<file path="src/rtl/secuenciador_compuertas_if.sv">
// Operand/handshake bundle between the gate self-test sequencer and the gates under test.
// SECUENCIADOR_FIRST_FAIL_EN adds the first-failing-vector capture signals.
interface secuenciador_compuertas_if;
    logic       start;
    logic       out_and;
    logic       out_or;
    logic       out_not;
    logic       A;
    logic       B;
    logic       busy;
    logic       done;
    logic       pass;
    logic [3:0] err_count;
`ifdef SECUENCIADOR_FIRST_FAIL_EN
    logic       first_fail_valid;
    logic [1:0] first_fail_vec;

    modport master (
        input  start, out_and, out_or, out_not,
        output A, B, busy, done, pass, err_count, first_fail_valid, first_fail_vec
    );
    modport slave (
        output start, out_and, out_or, out_not,
        input  A, B, busy, done, pass, err_count, first_fail_valid, first_fail_vec
    );
`else
    modport master (
        input  start, out_and, out_or, out_not,
        output A, B, busy, done, pass, err_count
    );
    modport slave (
        output start, out_and, out_or, out_not,
        input  A, B, busy, done, pass, err_count
    );
`endif
endinterface

</file>
<file path="src/rtl/secuenciador_compuertas.sv">
// Clocked self-test sequencer for the AND/OR/NOT gate library: sweeps {A,B}, checks, counts errors.
// Optional SECUENCIADOR_FIRST_FAIL_EN captures the first mismatching vector of a run.
module secuenciador_compuertas #(
    parameter int SETTLE_CYCLES = 1,
    parameter int NUM_PASSES    = 1
) (
    input  logic                      clk,
    input  logic                      reset,
    secuenciador_compuertas_if.master bus
);
    typedef enum logic [1:0] {S_IDLE, S_SETTLE, S_CHECK, S_DONE} state_t;

    localparam logic [2:0] SETTLE_LOAD = 3'(SETTLE_CYCLES);
    localparam logic [2:0] LAST_PASS   = 3'(NUM_PASSES - 1);
    localparam state_t     AFTER_LOAD  = (SETTLE_CYCLES > 0) ? S_SETTLE : S_CHECK;

    state_t     state_q, state_n;
    logic [1:0] vec_q, vec_n;
    logic [2:0] settle_q, settle_n;
    logic [2:0] pass_q, pass_n;
    logic       busy_q, busy_n;
    logic       done_q, done_n;
    logic [3:0] err_q, err_n;
    logic       mismatch;
`ifdef SECUENCIADOR_FIRST_FAIL_EN
    logic       ffv_q, ffv_n;
    logic [1:0] ffvec_q, ffvec_n;
`endif

    // One flag per vector, however many gates disagree
    assign mismatch = (bus.out_and != (vec_q[1] & vec_q[0])) ||
                      (bus.out_or  != (vec_q[1] | vec_q[0])) ||
                      (bus.out_not != ~vec_q[1]);

    always_ff @(posedge clk or posedge reset) begin
        if (reset) begin
            state_q  <= S_IDLE;
            vec_q    <= '0;
            settle_q <= '0;
            pass_q   <= '0;
            busy_q   <= 1'b0;
            done_q   <= 1'b0;
            err_q    <= '0;
`ifdef SECUENCIADOR_FIRST_FAIL_EN
            ffv_q    <= 1'b0;
            ffvec_q  <= '0;
`endif
        end else begin
            state_q  <= state_n;
            vec_q    <= vec_n;
            settle_q <= settle_n;
            pass_q   <= pass_n;
            busy_q   <= busy_n;
            done_q   <= done_n;
            err_q    <= err_n;
`ifdef SECUENCIADOR_FIRST_FAIL_EN
            ffv_q    <= ffv_n;
            ffvec_q  <= ffvec_n;
`endif
        end
    end

    always_comb begin
        state_n  = state_q;
        vec_n    = vec_q;
        settle_n = settle_q;
        pass_n   = pass_q;
        busy_n   = busy_q;
        done_n   = done_q;
        err_n    = err_q;
`ifdef SECUENCIADOR_FIRST_FAIL_EN
        ffv_n    = ffv_q;
        ffvec_n  = ffvec_q;
`endif
        case (state_q)
            S_IDLE, S_DONE: begin
                if (bus.start) begin
                    vec_n    = '0;
                    err_n    = '0;
                    pass_n   = '0;
                    busy_n   = 1'b1;
                    done_n   = 1'b0;
                    settle_n = SETTLE_LOAD;
`ifdef SECUENCIADOR_FIRST_FAIL_EN
                    ffv_n    = 1'b0;
                    ffvec_n  = '0;
`endif
                    state_n  = AFTER_LOAD;
                end
            end
            S_SETTLE: begin
                settle_n = settle_q - 3'd1;
                if (settle_q == 3'd1) state_n = S_CHECK;
            end
            S_CHECK: begin
                if (mismatch && (err_q != 4'hF)) err_n = err_q + 4'd1;
`ifdef SECUENCIADOR_FIRST_FAIL_EN
                if (mismatch && !ffv_q) begin
                    ffv_n   = 1'b1;
                    ffvec_n = vec_q;
                end
`endif
                settle_n = SETTLE_LOAD;
                if (vec_q != 2'b11) begin
                    vec_n   = vec_q + 2'd1;
                    state_n = AFTER_LOAD;
                end else if (pass_q != LAST_PASS) begin
                    pass_n  = pass_q + 3'd1;
                    vec_n   = '0;
                    state_n = AFTER_LOAD;
                end else begin
                    vec_n   = '0;
                    busy_n  = 1'b0;
                    done_n  = 1'b1;
                    state_n = S_DONE;
                end
            end
            default: state_n = S_IDLE;
        endcase
    end

    assign bus.A         = vec_q[1];
    assign bus.B         = vec_q[0];
    assign bus.busy      = busy_q;
    assign bus.done      = done_q;
    assign bus.err_count = err_q;
    assign bus.pass      = done_q && (err_q == 4'd0);
`ifdef SECUENCIADOR_FIRST_FAIL_EN
    assign bus.first_fail_valid = ffv_q;
    assign bus.first_fail_vec   = ffvec_q;
`endif
endmodule

</file>
<file path="src/flat_wrapper.sv">
// flat-port wrapper written by rule: the top's interface ports become plain ports
module secuenciador_compuertas_flat 
#(
    parameter int SETTLE_CYCLES = 1,
    parameter int NUM_PASSES    = 1
)
  (clk, reset, bus_start, bus_out_and, bus_out_or, bus_out_not, bus_A, bus_B, bus_busy, bus_done, bus_pass, bus_err_count);
  secuenciador_compuertas_if bus_i ();
  input  logic clk;
  input  logic reset;
  input wire logic [$bits(bus_i.start)-1:0] bus_start;
  input wire logic [$bits(bus_i.out_and)-1:0] bus_out_and;
  input wire logic [$bits(bus_i.out_or)-1:0] bus_out_or;
  input wire logic [$bits(bus_i.out_not)-1:0] bus_out_not;
  output wire logic [$bits(bus_i.A)-1:0] bus_A;
  output wire logic [$bits(bus_i.B)-1:0] bus_B;
  output wire logic [$bits(bus_i.busy)-1:0] bus_busy;
  output wire logic [$bits(bus_i.done)-1:0] bus_done;
  output wire logic [$bits(bus_i.pass)-1:0] bus_pass;
  output wire logic [$bits(bus_i.err_count)-1:0] bus_err_count;
  assign bus_i.start = bus_start;
  assign bus_i.out_and = bus_out_and;
  assign bus_i.out_or = bus_out_or;
  assign bus_i.out_not = bus_out_not;
  assign bus_A = bus_i.A;
  assign bus_B = bus_i.B;
  assign bus_busy = bus_i.busy;
  assign bus_done = bus_i.done;
  assign bus_pass = bus_i.pass;
  assign bus_err_count = bus_i.err_count;
  secuenciador_compuertas #(.SETTLE_CYCLES(SETTLE_CYCLES), .NUM_PASSES(NUM_PASSES)) u_core (.clk(clk), .reset(reset), .bus(bus_i));
endmodule
</file>
<file path="config.mk">
export PLATFORM = sky130hd
export DESIGN_NAME = secuenciador_compuertas_flat
export DESIGN_NICKNAME = d
export VERILOG_FILES = /design/src/rtl/secuenciador_compuertas_if.sv /design/src/rtl/secuenciador_compuertas.sv /design/src/flat_wrapper.sv
export SDC_FILE = /design/constraint.sdc
export NUM_CORES = 1
export LEC_CHECK = 0
export CELL_PAD_IN_SITES_DETAIL_PLACEMENT = 1
export CELL_PAD_IN_SITES_GLOBAL_PLACEMENT = 1
export CORE_ASPECT_RATIO = 0.6
export CORE_UTILIZATION = 46
export CTS_BUF_LIST = sky130_fd_sc_hd__clkbuf_4
export CTS_CLUSTER_SIZE = 40
export DETAILED_ROUTE_END_ITERATION = 10
export PLACE_DENSITY = 0.94
export SYNTH_ARGS = -nofsm -noshare
export SYNTH_HDL_FRONTEND = slang
export SYNTH_SLANG_ARGS = --single-unit
export TNS_END_PERCENT = 1
</file>
<file path="constraint.sdc">
create_clock -name clk -period 2.65 [get_ports clk]
set_input_delay 0.265 -clock clk [delete_from_list [all_inputs] [get_ports clk]]
set_output_delay 0.265 -clock clk [all_outputs]
set_load 0.03 [all_outputs]
</file>
==> impl_metrics.toml <==
[yosys]
synth_cell_types = 32
synth-edff-count = 0
syn_area_per_cell_sq_um = 9.93
async_reset_ff_share_pct = 100
post_synth_most_frequent_cells = "dfrtp_1 (16), inv_1 (15), ha_1 (11)"
yosysTopAreaCellShare_pct = 38.0
ys_seq_area_share_pct = 38.0
ys_ff_latch = 16
ys_warn_count = 0
synth-main-ff-cell = "dfrtp_1"
synth.most_common_cell = "dfrtp_1"
yosys.area.top_type = "dfrtp_1"
synth_nets = 123
netlist_area_sq_um = 1050
syn_inst = 106
netlist_top_cells_area = "dfrtp_1 (38%), ha_1 (13%), inv_1 (5.4%)"

[cells_and_area]
diodes = 0
utilization_pct = 61.8
area_growth_pct = 17.4
final_layout_size_suffix_gt1_share_pct = 7.38
fillers = 226
fin_nets = 140

[sta]
slew_violations = 0
clock_skew_ns = 0.00278
fin_crit_sh_pct = 81.0
setup_tns_ns = 0
maxSlewHeadroom_pct = 52.6
rsz0062_at_grt = "no"
worst_pin_slew_ns = 0.691
fmax_mhz = 466
finalHoldViolations = 0
layout_min_cycle_time_ns = 2.15
final-setup-viol-count = 0

[power_and_ir_drop]
p_per_area_nw_per_um2 = 814
p_total_mw = 1.00
p_leak_nw = 0.556
vdd_drop_max_uv = 480

[detailed_routing]
first_pass_iters = 4
vias = 826
drt-vias-per-instance = 5.51
initialDrtViolationCount = 26
drc = 0
post_drt_wl_per_cell_um = 15.7
ant_nets = 0
drt_wl_total_um = 2350

[global_routing]
grt-ovfl-total = 0
first_global_vias = 845
grt_pass1_wl_um = 4030
antenna_found_initial = 0
gr-usage-met3_pct = 6.18
grt_start_max_net_pins = 17
grt.total_usage_pct = 22.4
top_usage_layer = "met2"
met1_usage_pct = 29.8
grt_util_met2_pct = 37.0

[die]
fp.dieW_um = 63.7
dieArea_sq_um = 2490
die_h_um = 39.0
rows = 12
start_util_pct = 52.7
core-area_sq_um = 2000
io_pins = 15

[status]
outcome = "complete, no violations"

[critical_path]
r2r_cells = 6
end_kind = "output pin"
critPathLaunchType = "register"
cp_data_required_time_ns = 2.38
rr_startpoint = "u_core.state_q[0]$_DFFE_PP0P_"
crit_type = "register to output pin"
cp_data_arrival_time_ns = 1.88
r2r_end = "u_core.bus.err_count[1]$_DFFE_PP0P_"
r2r_slack_ns = 0.65
critPathMaxFanout = 5

[clock_tree]
cts_hold_buffers = 0
path_clk_slew_ns = 0.09
numCtsBuffers = 3
cts_root_buf = "clkbuf_4"
clk-insertion-delay-late_ns = 0.29
post_cts_buffers = 0
cts_tree = "yes"
cts_resized = 0
clockBufferDepth = 2
cts.sinks = 16
ctsHtreeMaxLevel = 1

[placed_design]
port_buffers = 14
hpwl_um = 1850
place_congestion = 0.814

[run]
drv_cap = 0

[worst_hold_path]
hold_class = "input pin to async pin"
[layout by cell type, fill, tap and decap left out, types with 2 or more instances in the layout]
cell type,synthesis,layout
a21o_1,2,2
a21oi_1,5,5
a22o_1,4,4
a32o_1,2,2
and3_1,2,2
clkbuf_4,0,3
clkdlybuf4s50_1,0,14
dfrtp_1,16,16
ha_1,11,11
inv_1,15,15
mux2i_1,3,3
nand2_1,5,5
nand2b_1,3,3
nand3_1,4,4
nor2_1,4,4
nor3_1,2,2
o21ai_0,6,6
o22ai_1,2,2
or3_1,3,3
xnor2_1,2,2
[report_power, final]
group          switching [mW]  internal (mW)
clock                  0.0756         0.0547
sequential             0.0490          0.296
combinational           0.322          0.208
[worst max path at each step]
stage	depth (start not counted)	to	startpoint	slack, ns
2_1_floorplan	6	u_core.bus.err_count[3]$_DFFE_PP0P_	u_core.vec_q[0]$_DFFE_PP0P_	0.90
3_3_place_gp	5	u_core.bus.err_count[3]$_DFFE_PP0P_	bus_start	0.77
3_5_place_dp	6	u_core.bus.err_count[1]$_DFFE_PP0P_	u_core.state_q[0]$_DFFE_PP0P_	0.69
4_1_cts	5	bus_pass	u_core.bus.err_count[0]$_DFFE_PP0P_	0.50
5_1_grt	5	bus_pass	u_core.bus.err_count[0]$_DFFE_PP0P_	0.38
6_report	5	bus_pass	u_core.bus.err_count[0]$_DFFE_PP0P_	0.50
[registers in the layout, summed over array words and instances, names as in the netlist]
signal	flops
u_core.bus.busy	1
u_core.vec_q	2
u_core.pass_q	3
u_core.state_q	2
u_core.settle_q	3
u_core.bus.done	1
u_core.bus.err_count	4
[cell type report]
cell class	count	area [sq um]	area share, %
timing repair buffer	15	148	12.0
multi-input combinational	72	569	46.1
clock inverter	1	3.75	0.304
inverter	15	56.3	4.56
sequential	16	400	32.4
tap	28	35.0	2.84
clock buffer	3	22.5	1.82
[worst max-delay path: stages, from the launching register on]
cell and delay, ns:
dfrtp_1 0.44, inv_1 0.10, ha_1 0.18, nand2_1 0.06
nor3_1 0.13, clkdlybuf4s50_1 0.69
[stage by stage]
stage	cells	worst slack (ns)	instance area, sq um	hold WS [ns]
2_1_floorplan	106	0.896	1050	0.179
3_3_place_gp	146	0.770	1210	0.495
3_5_place_dp	146	0.687	1210	0.518
4_1_cts	150	0.504	1230	0.360
5_1_grt	150	0.382	1230	0.404
6_report	150	0.504	1230	0.342
[layer usage]
metal | share of wire [%] | up-vias
met5 | 0 | -
met4 | 0.68 | 0
met3 | 4.1 | 2
met2 | 43 | 16
met1 | 52 | 404
li1 | - | 404
[cells by family (layout without fill, tap and decap cells)]
logic type	after synthesis	count (layout)	synth area share, %
DFF	16	16	38.0
AOI/OAI and AO/OA	28	28	19.7
and+or+nand+nor	26	26	13.1
buffers and inverters	18	34	7.85
muxes	4	4	3.92
adders and majority gates	11	11	13.1
xor gates and xnor gates	3	3	4.28
Note: power is estimated with default switching activity, not from simulation.
